### config.mk
export PLATFORM = sky130hd
export DESIGN_NAME = flash_sample_feeder
export DESIGN_NICKNAME = d
export VERILOG_FILES = /design/src/rtl/flash_sample_feeder.sv
export SDC_FILE = /design/constraint.sdc
export NUM_CORES = 1
export LEC_CHECK = 0
export BUFFER_PORTS_ARGS = -buffer_cell sky130_fd_sc_hd__buf_2
export CAP_MARGIN = 40
export CORE_MARGIN = 2
export CORE_UTILIZATION = 45
export DETAILED_ROUTE_END_ITERATION = 8
export PLACE_DENSITY = 0.8
export SLEW_MARGIN = 25
export SYNTH_ARGS = -nofsm -noshare
export SYNTH_HDL_FRONTEND = slang
export SYNTH_SLANG_ARGS = --single-unit
### constraint.sdc
create_clock -name clk -period 1.9 [get_ports clk]
set_clock_uncertainty 0.1 [all_clocks]
set_input_delay 0.38 -clock clk [delete_from_list [all_inputs] [get_ports clk]]
set_output_delay 0.38 -clock clk [all_outputs]
set_load 0.03 [all_outputs]
### src/rtl/flash_sample_feeder.sv
// flash_sample_feeder: fetches 32-bit words (two signed 16-bit samples) from flash
// over an Avalon-MM read master and presents one 8-bit sample per sample-rate tick
// on input_data, pulsing new_value_read for one cycle.
// Optional build macro FLASH_SAMPLE_ABS_EN: output magnitude |s|[15:8], saturated to 0x7F.
module flash_sample_feeder #(
  parameter int CLK_FREQ_HZ    = 25000000,
  parameter int SAMPLE_RATE_HZ = 22000,
  parameter int ADDR_WIDTH     = 23,
  parameter int START_ADDR     = 0,
  parameter int END_ADDR       = 32'h0007_FFFF
) (
  input  logic                  clk,
  input  logic                  reset_n,
  input  logic                  play_enable,
  output logic                  flash_read,
  output logic [ADDR_WIDTH-1:0] flash_address,
  input  logic                  flash_waitrequest,
  input  logic [31:0]           flash_readdata,
  input  logic                  flash_readdatavalid,
  output logic [7:0]            input_data,
  output logic                  new_value_read,
  output logic                  sample_overrun
);

  localparam int DIV   = CLK_FREQ_HZ / SAMPLE_RATE_HZ;
  localparam int DIV_W = $clog2(DIV);
  localparam logic [DIV_W-1:0]      DIV_LAST = DIV_W'(DIV - 1);
  localparam logic [ADDR_WIDTH-1:0] START_A  = ADDR_WIDTH'(START_ADDR);
  localparam logic [ADDR_WIDTH-1:0] END_A    = ADDR_WIDTH'(END_ADDR);

  typedef enum logic [1:0] {
    ST_IDLE = 2'd0,
    ST_REQ  = 2'd1,
    ST_WAIT = 2'd2,
    ST_EMIT = 2'd3
  } state_t;

`ifdef FLASH_SAMPLE_ABS_EN
  // Magnitude in 17 bits so that -32768 does not wrap; anything >= 0x8000 clamps to 0x7F.
  function automatic logic [7:0] sample_map(input logic [15:0] s);
    logic [16:0] mag;
    if (s[15]) begin
      mag = 17'd0 - {s[15], s};
    end else begin
      mag = {1'b0, s};
    end
    if (|mag[16:15]) begin
      sample_map = 8'h7F;
    end else begin
      sample_map = mag[15:8];
    end
  endfunction
`else
  // Signed output is simply the top byte of the sample.
  function automatic logic [7:0] sample_map(input logic [7:0] s_hi);
    sample_map = s_hi;
  endfunction
`endif

  state_t                  state_r, state_nx_s;
  logic [DIV_W-1:0]        div_cnt_r;
  logic                    tick_s;
  logic                    word_valid_r;   // high half still to be played
  logic                    lo_pend_r;      // low half held back because play was paused
  logic [7:0]              lo_byte_r, hi_byte_r;
  logic                    flash_read_r;
  logic [ADDR_WIDTH-1:0]   flash_address_r;
  logic [7:0]              input_data_r;
  logic                    new_value_read_r;
  logic                    sample_overrun_r;
  logic                    accept_s, capture_s, emit_s;
  logic [7:0]              emit_byte_s;
  logic                    set_word_s, clr_word_s, set_lo_pend_s, clr_lo_pend_s;
  logic [7:0]              lo_map_s, hi_map_s;

`ifdef FLASH_SAMPLE_ABS_EN
  assign lo_map_s = sample_map(flash_readdata[15:0]);
  assign hi_map_s = sample_map(flash_readdata[31:16]);
`else
  logic unused_readdata_s;
  assign lo_map_s = sample_map(flash_readdata[15:8]);
  assign hi_map_s = sample_map(flash_readdata[31:24]);
  assign unused_readdata_s = ^{flash_readdata[23:16], flash_readdata[7:0]};
`endif

  assign tick_s = play_enable && (div_cnt_r == DIV_LAST);

  // Sample-rate divider: counts while playing, cleared immediately when paused.
  always_ff @(posedge clk or negedge reset_n) begin
    if (!reset_n) begin
      div_cnt_r <= '0;
    end else if (!play_enable || tick_s) begin
      div_cnt_r <= '0;
    end else begin
      div_cnt_r <= div_cnt_r + DIV_W'(1);
    end
  end

  // FSM state register.
  always_ff @(posedge clk or negedge reset_n) begin
    if (!reset_n) begin
      state_r <= ST_IDLE;
    end else begin
      state_r <= state_nx_s;
    end
  end

  // Next-state and per-cycle control decode.
  always_comb begin
    state_nx_s    = state_r;
    accept_s      = 1'b0;
    capture_s     = 1'b0;
    emit_s        = 1'b0;
    emit_byte_s   = 8'h00;
    set_word_s    = 1'b0;
    clr_word_s    = 1'b0;
    set_lo_pend_s = 1'b0;
    clr_lo_pend_s = 1'b0;
    case (state_r)
      ST_IDLE: begin
        if (tick_s) begin
          if (lo_pend_r) begin
            emit_s        = 1'b1;
            emit_byte_s   = lo_byte_r;
            clr_lo_pend_s = 1'b1;
          end else if (word_valid_r) begin
            emit_s      = 1'b1;
            emit_byte_s = hi_byte_r;
            clr_word_s  = 1'b1;
          end else begin
            state_nx_s = ST_REQ;
          end
        end else begin
          state_nx_s = ST_IDLE;
        end
      end
      ST_REQ: begin
        if (!flash_waitrequest) begin
          accept_s   = 1'b1;
          state_nx_s = ST_WAIT;
        end else begin
          state_nx_s = ST_REQ;
        end
      end
      ST_WAIT: begin
        if (flash_readdatavalid) begin
          capture_s  = 1'b1;
          state_nx_s = ST_EMIT;
        end else begin
          state_nx_s = ST_WAIT;
        end
      end
      ST_EMIT: begin
        state_nx_s = ST_IDLE;
        set_word_s = 1'b1;
        if (play_enable) begin
          emit_s      = 1'b1;
          emit_byte_s = lo_byte_r;
        end else begin
          set_lo_pend_s = 1'b1;
        end
      end
      default: begin
        state_nx_s = ST_IDLE;
      end
    endcase
  end

  // Datapath and registered outputs: bus request, buffered samples, emission, overrun flag.
  always_ff @(posedge clk or negedge reset_n) begin
    if (!reset_n) begin
      flash_read_r     <= 1'b0;
      flash_address_r  <= START_A;
      word_valid_r     <= 1'b0;
      lo_pend_r        <= 1'b0;
      lo_byte_r        <= 8'h00;
      hi_byte_r        <= 8'h00;
      input_data_r     <= 8'h00;
      new_value_read_r <= 1'b0;
      sample_overrun_r <= 1'b0;
    end else begin
      flash_read_r     <= (state_nx_s == ST_REQ);
      new_value_read_r <= emit_s;
      if (accept_s) begin
        flash_address_r <= (flash_address_r == END_A) ? START_A : flash_address_r + ADDR_WIDTH'(1);
      end
      if (capture_s) begin
        lo_byte_r <= lo_map_s;
        hi_byte_r <= hi_map_s;
      end
      if (emit_s) begin
        input_data_r <= emit_byte_s;
      end
      if (set_word_s) begin
        word_valid_r <= 1'b1;
      end else if (clr_word_s) begin
        word_valid_r <= 1'b0;
      end
      if (set_lo_pend_s) begin
        lo_pend_r <= 1'b1;
      end else if (clr_lo_pend_s) begin
        lo_pend_r <= 1'b0;
      end
      if (tick_s && (state_r != ST_IDLE)) begin
        sample_overrun_r <= 1'b1;
      end
    end
  end

  assign flash_read     = flash_read_r;
  assign flash_address  = flash_address_r;
  assign input_data     = input_data_r;
  assign new_value_read = new_value_read_r;
  assign sample_overrun = sample_overrun_r;

endmodule

# Word level (Yosys, flattened, before mapping)

Index checks and enable logic that the tools add are counted.

Multiplexer cells: 35
Reduce and logical (&&, ||, !) cells: 8
Add/subtract/negate cells: 2
Equality and inequality tests: 6

Operator list:

| cell                    | count |
|---|---|
| $mux W8                 | 4 |
| $add A23 B1 Y23 const B | 1 |
| $eq A23 B19 Y1 const B  | 1 |
| $mux W23                | 1 |
| $mux W1                 | 22 |
| $pmux W8 S2             | 1 |
| $add A11 B1 Y11 const B | 1 |
| $eq A11 B11 Y1 const B  | 1 |
| $mux W11                | 1 |
| $mux W2                 | 4 |
| $pmux W2 S4             | 1 |
| $reduce_bool A2 Y1      | 3 |
| $eq A2 B1 Y1 const B    | 2 |
| $eq A2 B2 Y1 const B    | 2 |
| $logic_and A1 B1 Y1     | 2 |
| $logic_not A2 Y1        | 1 |
| $pmux W1 S2             | 1 |
| $logic_not A1 Y1        | 1 |
| $logic_or A1 B1 Y1      | 1 |

Output and inout bits: 34
Register bits: 65
Word-level logic and storage cells: 62

# Longest topological paths before layout

Gate-level depths: netlist (run 1).

Depth after elaboration: 6
Gate-level depth with buffers: 7

# Least setup slack after synthesis (run 1)

OpenSTA, ideal clock, no wires.

Kind: reg2reg
Start: register flash_address_r[0], in the netlist flash_address[0]
End: register flash_address_r[13], in the netlist flash_address[13]
Arrival: 1839 ps
Data required time: 1638 ps
Setup time: 162 ps
Stages on the path, launching flop included: 6
Slack: -200 ps
Buffers on the path: 0
Cell sequence: dfrtp_1 -> ha_1 -> nor4b_1 -> nand4bb_1 -> nor3_1 -> o221ai_1

Longest elaborated chain between the ends: 2

RTL lines:

| element                                           | RTL line | source |
|---|---|---|
| start: declaration                                | 67       | `logic [ADDR_WIDTH-1:0] flash_address_r;` |
| start signal: assignment                          | 185      | `flash_address_r <= (flash_address_r == END_A) ? START_A : flash_address_r + ADDR_WIDTH'(1);` |
| $add A23 B1 Y23 or $eq A23 B19 Y1 (tied branches) | 185      |  |
| $mux W23 *                                        | 185      |  |

Every way passes the cells marked *; elsewhere a longest branch is shown, timed or not.
A chain may end at the register's enable or synchronous reset.

# Worst setup path after layout (run 1)

Start: register div_cnt_r[8]
End: register input_data_r[1], in the netlist input_data[1]

Longest elaborated chain between the ends: 4

RTL lines:

| element                                    | RTL line | source |
|---|---|---|
| start: declaration                         | 61       | `logic [DIV_W-1:0] div_cnt_r;` |
| start signal: assignment                   | 95       | `div_cnt_r <= div_cnt_r + DIV_W'(1);` |
| $eq A11 B11 Y1 *                           | 86       | `assign tick_s = play_enable && (div_cnt_r == DIV_LAST);` |
| $logic_and A1 B1 Y1 *                      | 86       |  |
| $mux W8 or $mux W1 (tied branches)         | 121      | `if (tick_s) begin` |
| $pmux W8 S2 or $pmux W1 S2 (tied branches) | 119      | `case (state_r)` |
| end signal: assignment                     | 192      | `input_data_r <= emit_byte_s;` |
| end: declaration                           | 68       | `logic [7:0] input_data_r;` |

Marks and branches as above.

==> out/metrics.cfg, run 1 <==
[cells_and_area]
layout-drive-gt1-share = 0.364
final_util = 0.605
area_growth_syn_to_layout_pct = 29.2
final_nets = 409
multi_input_area_um2 = 1360
seq_area_um2 = 1630
num-fill-cells = 529
diodes = 0
final_cells = 448

[timing]
worst_slew_pin_slew_ns = 0.486
rsz0062_at_grt = true
hold_viol = 0
fmax_ghz = 0.479
slew_headroom = 0.675
worst_hold_slack_ns = 0.155
finalCritPeriodShare = 1.10
setup_tns_ns = -1.44
layout_setup_ws_ns = -0.186
finalSetupViolCount = 9
fin_crit_ns = 2.09
drv_slew = 0

[drt]
routed_wl_um = 6500
drcViolationCount = 6
wire_per_inst_um = 14.5
ant_nets = 0
drt_iter0_markers = 66
first_pass_iters = 8
via_count = 2362
avgViaCountPerCell = 5.27

[floorplanning]
die_h_um = 85.7
start_util = 0.468
row_count = 29
die_width_um = 85.7
coreArea_um2 = 6420
dieArea_um2 = 7350
pin_count = 71

[global_route]
track_usage = 0.201
grt_max_degree = 23
gr-total-overflow = 0
grt_pass1_wl_um = 11600
grt_pass1_vias = 2505
antenna_found_initial = 0

[min_path]
hp-start = flash_readdata[28]
hold_path_depth = 2
hp-class = in -> reg
min_to = hi_byte_r[4]

[synthesis]
ys_seq_area_frac = 0.541
synthCells = 275
synth_area_per_cell_um2 = 10.9
yosys_warnings = 0
ys_ff_latch = 65
syn_nets = 318
synth_commonest_cells = dfrtp_1 (65), nand2_1 (30), nor2_1 (30)
synth_mux_area_frac = 0.0899
ys.flop_type = dfrtp_1
synth_edf_count = 0
synth_top_area_frac = 0.541
synth.distinct_cells = 33
synth_compound_area_frac = 0.0608
synthesis.area_um2 = 3010
synth_fa_ha_area_frac = 0.0250
asyncSetResetFlopFracSynth = 1.00
synth-xor-area-share = 0.0816
yosys.area_share.simple = 0.183
synth_top_family_by_area = simple AND/OR/NAND/NOR gates
yosysMostFrequentCell = dfrtp_1
synth_area_leaders = dfrtp_1 (54%), mux2_2 (9.0%), xor2_1 (4.7%)
synth_top_area_cell = dfrtp_1

[run_status]
status = finished, violations left
violations = design-rule violations, negative setup slack

[critical_path]
critical_path.top_delay_family = simple AND/OR/NAND/NOR gates
crit_chain = or3b_4 > or3_4 > nor4b_4 > o21ai_4 > mux2_2
critPathMaxFanout = 9
reg2reg_to = input_data[1]
critPathMaxStageDelay_ns = 0.40
cp.arrival_ns = 2.22
crit_type = reg -> reg
endpoint_kind = flop
reg2reg_depth = 5
r2r_start = div_cnt_r[8]
crit_required_ns = 2.04
cp_num_buf_inv = 0
start_kind = flop
ff2ff_setup_slack_ns = -0.19
slowest_stage = or3b_4

[placed_design]
gp_congestion = 0.831
place_inst = 429
io_buffer_count = 54
dp_hpwl_um = 4830

[pwr]
p_per_area_nw_per_um2 = 727
ir_drop_uv = 486
p_leak_uw = 0.00196

[clocking]
root_buffer = clkbuf_8
clk_pin_slew_ns = 0.07
cts_made_buffers = 9
clk_latency_ns = 0.35
h-tree-depth = 3
cts_tree = built
cts.sinks = 65
clk_path_buf_depth = 2

[run]
max-cap-violations = 0

[layer usage]
metal / routed length [µm] / global-route usage
met1: 2740 / 0.239
met4: 126 / 0.0866
met3: 348 / 0.0568
met2: 3280 / 0.342
met5: 0 / 0
[timing repair]
item                       in CTS  in global routing
resized for setup               1                  6
pin swaps                       0                  3
hold buffers                    1                  0
setup endpoints to repair       9                 30
hold endpoints to repair       15                  0
setup buffers                   0                  2
[how the worst max path moves through the flow]
stage                            start       endpoint  slack [ns]  depth (start not counted)
after floorplan           div_cnt_r[8]  input_data[0]       -0.12                          5
after detailed placement  div_cnt_r[8]  input_data[1]       -0.20                          5
after global placement    div_cnt_r[8]  input_data[7]       -0.15                          5
after global routing      div_cnt_r[8]  input_data[2]       -0.26                          5
after CTS                 div_cnt_r[8]  input_data[1]       -0.19                          5
final                     div_cnt_r[8]  input_data[1]       -0.19                          5
[layout by cell type (no fill, tap or decap), types with 9 or more instances in the layout]
cell and count:
dfrtp_1 65, buf_2 54, nor2_1 30, nand2_1 30, buf_4 29, mux2_2 24
xor2_1 16, o21ai_0 15, xnor2_1 12, clkbuf_8 10, nand3_1 9
[per-stage QoR]
step	total power (µW)	instance area, µm²	setup slack [ns]
6_report	2830	3880	-0.186
4_1_cts	2860	3840	-0.194
5_1_grt	2940	3880	-0.256
3_5_place_dp	1510	3600	-0.201
2_1_floorplan	1440	3010	-0.124
3_3_place_gp	1510	3600	-0.154
[final cells by class]
cell class,count,area share
clock buffers,10,0.0354
multi-input cells,195,0.351
inverters,9,0.00870
flip-flops and latches,65,0.419
well taps,77,0.0248
clock inverters,6,0.0232
repair buffers,86,0.138
[logic make-up (layout without fill, tap and decap cells)]
logic type	Yosys count	count (layout)
mux	24	24
fa+ha+maj	6	6
flops	65	65
xor+xnor	28	28
simple gates	107	107
buf+inv	15	111
compound gates	30	30
[report_power, final]
group | internal, µW | leakage (µW) | switching (µW) | total (µW)
logic | 39.3 | 0.000961 | 53.1 | 92.5
registers | 1390 | 0.000888 | 3.72 | 1390
clock network | 778 | 0.000113 | 562 | 1340
total | 2210 | 0.00196 | 619 | 2830
[sequential cells by signal, summed over array words and instances, names as in the netlist]
name            count
flash_address      23
div_cnt_r          11
hi_byte_r           8
input_data          8
lo_byte_r           8
state_r             2
flash_read          1
lo_pend_r           1
new_value_read      1
sample_overrun      1
word_valid_r        1
Note: power is estimated with default switching activity, not from simulation.
==> run 2, diff against run 1 <==
--- a/config.mk
+++ b/config.mk
@@ -5,12 +5,12 @@
 export SDC_FILE = /design/constraint.sdc
 export NUM_CORES = 1
 export LEC_CHECK = 0
-export BUFFER_PORTS_ARGS = -buffer_cell sky130_fd_sc_hd__buf_2
 export CAP_MARGIN = 40
 export CORE_MARGIN = 2
 export CORE_UTILIZATION = 45
 export DETAILED_ROUTE_END_ITERATION = 8
-export PLACE_DENSITY = 0.8
+export DONT_BUFFER_PORTS = 1
+export PLACE_DENSITY = 0.68
 export SLEW_MARGIN = 25
 export SYNTH_ARGS = -nofsm -noshare
 export SYNTH_HDL_FRONTEND = slang
==> run 2 against run 1 <==
The flow finishes with violations (design-rule violations, negative hold slack, negative setup slack). Critical endpoint is now input_data[6]. Cell count is 8.7% lower. First-iteration DRC count is 83% higher. Die area stayed put. Via count is 8.0% lower. Largest cell class unchanged. Total power is 4.9% lower. Sequential cell count stayed put. Hold slack worse by 0.53 ns.
==> out/metrics.cfg, run 2 (synthesis results as in run 1) <==
[min_path]
hp-class = in -> async

[drt]
first_pass_iters = 6  ; -2
ant_nets = 0  ; unchanged
wire_per_inst_um = 15.1  ; +3.9%
routed_wl_um = 6160  ; -5.2%
drcViolationCount = 5  ; -1
drt_iter0_markers = 121  ; +83%
avgViaCountPerCell = 5.31  ; +0.72%
via_count = 2172  ; -8.0%

[critical_path]
cp.arrival_ns = 2.20  ; -0.02 ns
critPathMaxStageDelay_ns = 0.40  ; about the same
crit_type = reg -> reg
crit_chain = or3b_4 > or3_4 > nor4b_4 > o21ai_4 > mux2_2
slowest_stage = or3b_4
startpoint = div_cnt_r[8]
critPathMaxFanout = 9  ; unchanged
cp_num_buf_inv = 0  ; unchanged
endpoint_kind = flop
start_kind = flop
critical_path.top_delay_family = simple AND/OR/NAND/NOR gates
crit_required_ns = 2.02  ; -0.02 ns
r2r_start = div_cnt_r[8]

[clocking]
root_buffer = clkbuf_8
cts_made_buffers = 9  ; unchanged
h-tree-depth = 3  ; unchanged
clk_pin_slew_ns = 0.07  ; about the same
cts_tree = built
clk_path_buf_depth = 2  ; unchanged
postCtsSetupBuffers = 0  ; unchanged
clk_latency_ns = 0.34  ; about the same
cts.sinks = 65  ; unchanged

[floorplanning]
coreArea_um2 = 6420  ; unchanged
die_h_um = 85.7  ; unchanged
dieArea_um2 = 7350  ; unchanged
pin_count = 71  ; unchanged
die_width_um = 85.7  ; unchanged
start_util = 0.468  ; unchanged
row_count = 29  ; unchanged

[timing]
finalSetupViolCount = 8  ; -1
finalCritPeriodShare = 1.09  ; -0.00547
layout_setup_ws_ns = -0.175  ; +0.0104 ns
drv_slew = 0  ; unchanged
hold_viol = 65  ; +65
slew_headroom = 0.768  ; +0.0931
worst_hold_slack_ns = -0.372  ; -0.526 ns
fmax_ghz = 0.482  ; +0.50%
rsz0062_at_grt = true
worst_slew_pin_slew_ns = 0.348  ; -0.139 ns
fin_crit_ns = 2.08  ; -0.0104 ns

[global_route]
grt_pass1_wl_um = 10300  ; -11%
track_usage = 0.182  ; -0.0189
grt_pass1_vias = 2173  ; -13%
gr-total-overflow = 0  ; unchanged
antenna_found_initial = 0  ; unchanged
grt_max_degree = 66  ; +190%

[run_status]
status = finished, violations left
violations = design-rule violations, negative hold slack, negative setup slack

[cells_and_area]
final_cell_mix = dfrtp_1 (65), buf_4 (47), nor2_1 (29), nand2_1 (29), mux2_2 (24)
mostFrequentLayoutCell = dfrtp_1
diodes = 0  ; unchanged
largest_register_ffs = 23  ; unchanged
area_growth_syn_to_layout_pct = 22.6
design_area_um2 = 3680  ; -5.2%
final_nets = 370  ; -9.5%
layout-drive-gt1-share = 0.295  ; -0.0687

[pwr]
p_leak_uw = 0.00177  ; -9.9%
ir_drop_uv = 416  ; -14%
totalPowerFinal_uw = 2690  ; -4.9%
p_per_area_nw_per_um2 = 729  ; +0.22%

[run]
max-cap-violations = 0  ; unchanged

[placed_design]
gp_congestion = 0.781  ; -6.1%
dp_hpwl_um = 4510  ; -6.6%
place_area_um2 = 3440  ; -4.5%
io_buffer_count = 0  ; -100%

[run 2: cell type report]
type                    count  area [µm²]
fillers                   546        2740
flip-flops and latches     65        1630
multi-input cells         195        1370
repair buffers             47         353
clock buffers              10         128
well taps                  77        96.3
clock inverters             6        82.6
inverters                   9        33.8
[run 2: path summary, 6_finish.rpt]
path / end / slack (ns) / depth (start not counted)
min in group clk: lo_pend_r / 0.06 / 1
setup reg to reg: input_data[6] / -0.18 / 5
hold / removal: flash_address[7] / -0.37 / 0
setup / recovery: input_data[6] / -0.18 / 5
hold reg to reg: hi_byte_r[3] / 0.42 / 1
max in group asynchronous: new_value_read / 1.95 / 0
[run 2: power by group]
group | leakage, µW | internal, µW | switching [µW]
clock | 0.000106 | 732 | 526
combinational | 0.000773 | 18.2 | 16.3
sequential | 0.000888 | 1390 | 3.63
total | 0.00177 | 2140 | 546
[run 2: per-layer routing]
metal,vias to the layer above,GRT usage,routed length [µm]
met3,6,0.0606,345
li1,1057,-,-
met2,42,0.289,3040
met4,0,0.0779,85
met1,1067,0.229,2690
met5,-,0,0
[run 2: per-stage QoR]
stage | util | instances | hold slack, ns | setup WS, ns | setup TNS (ns)
after floorplan | - | 275 | -0.0156 | -0.124 | -0.996
after global routing | 0.574 | 409 | -0.396 | -0.261 | -2.21
after detailed placement | 0.535 | 393 | -0.0141 | -0.183 | -1.43
after CTS | 0.570 | 409 | -0.387 | -0.181 | -1.42
after global placement | 0.535 | 393 | -0.0135 | -0.162 | -1.29
final | 0.574 | 409 | -0.372 | -0.175 | -1.38
[run 2: what timing repair did]
action                                 CTS  global route
gates cloned                             0             0
resized for setup                        2             7
pin swaps                                0             1
endpoints found under the hold margin   65            65
setup endpoints to repair               10            21
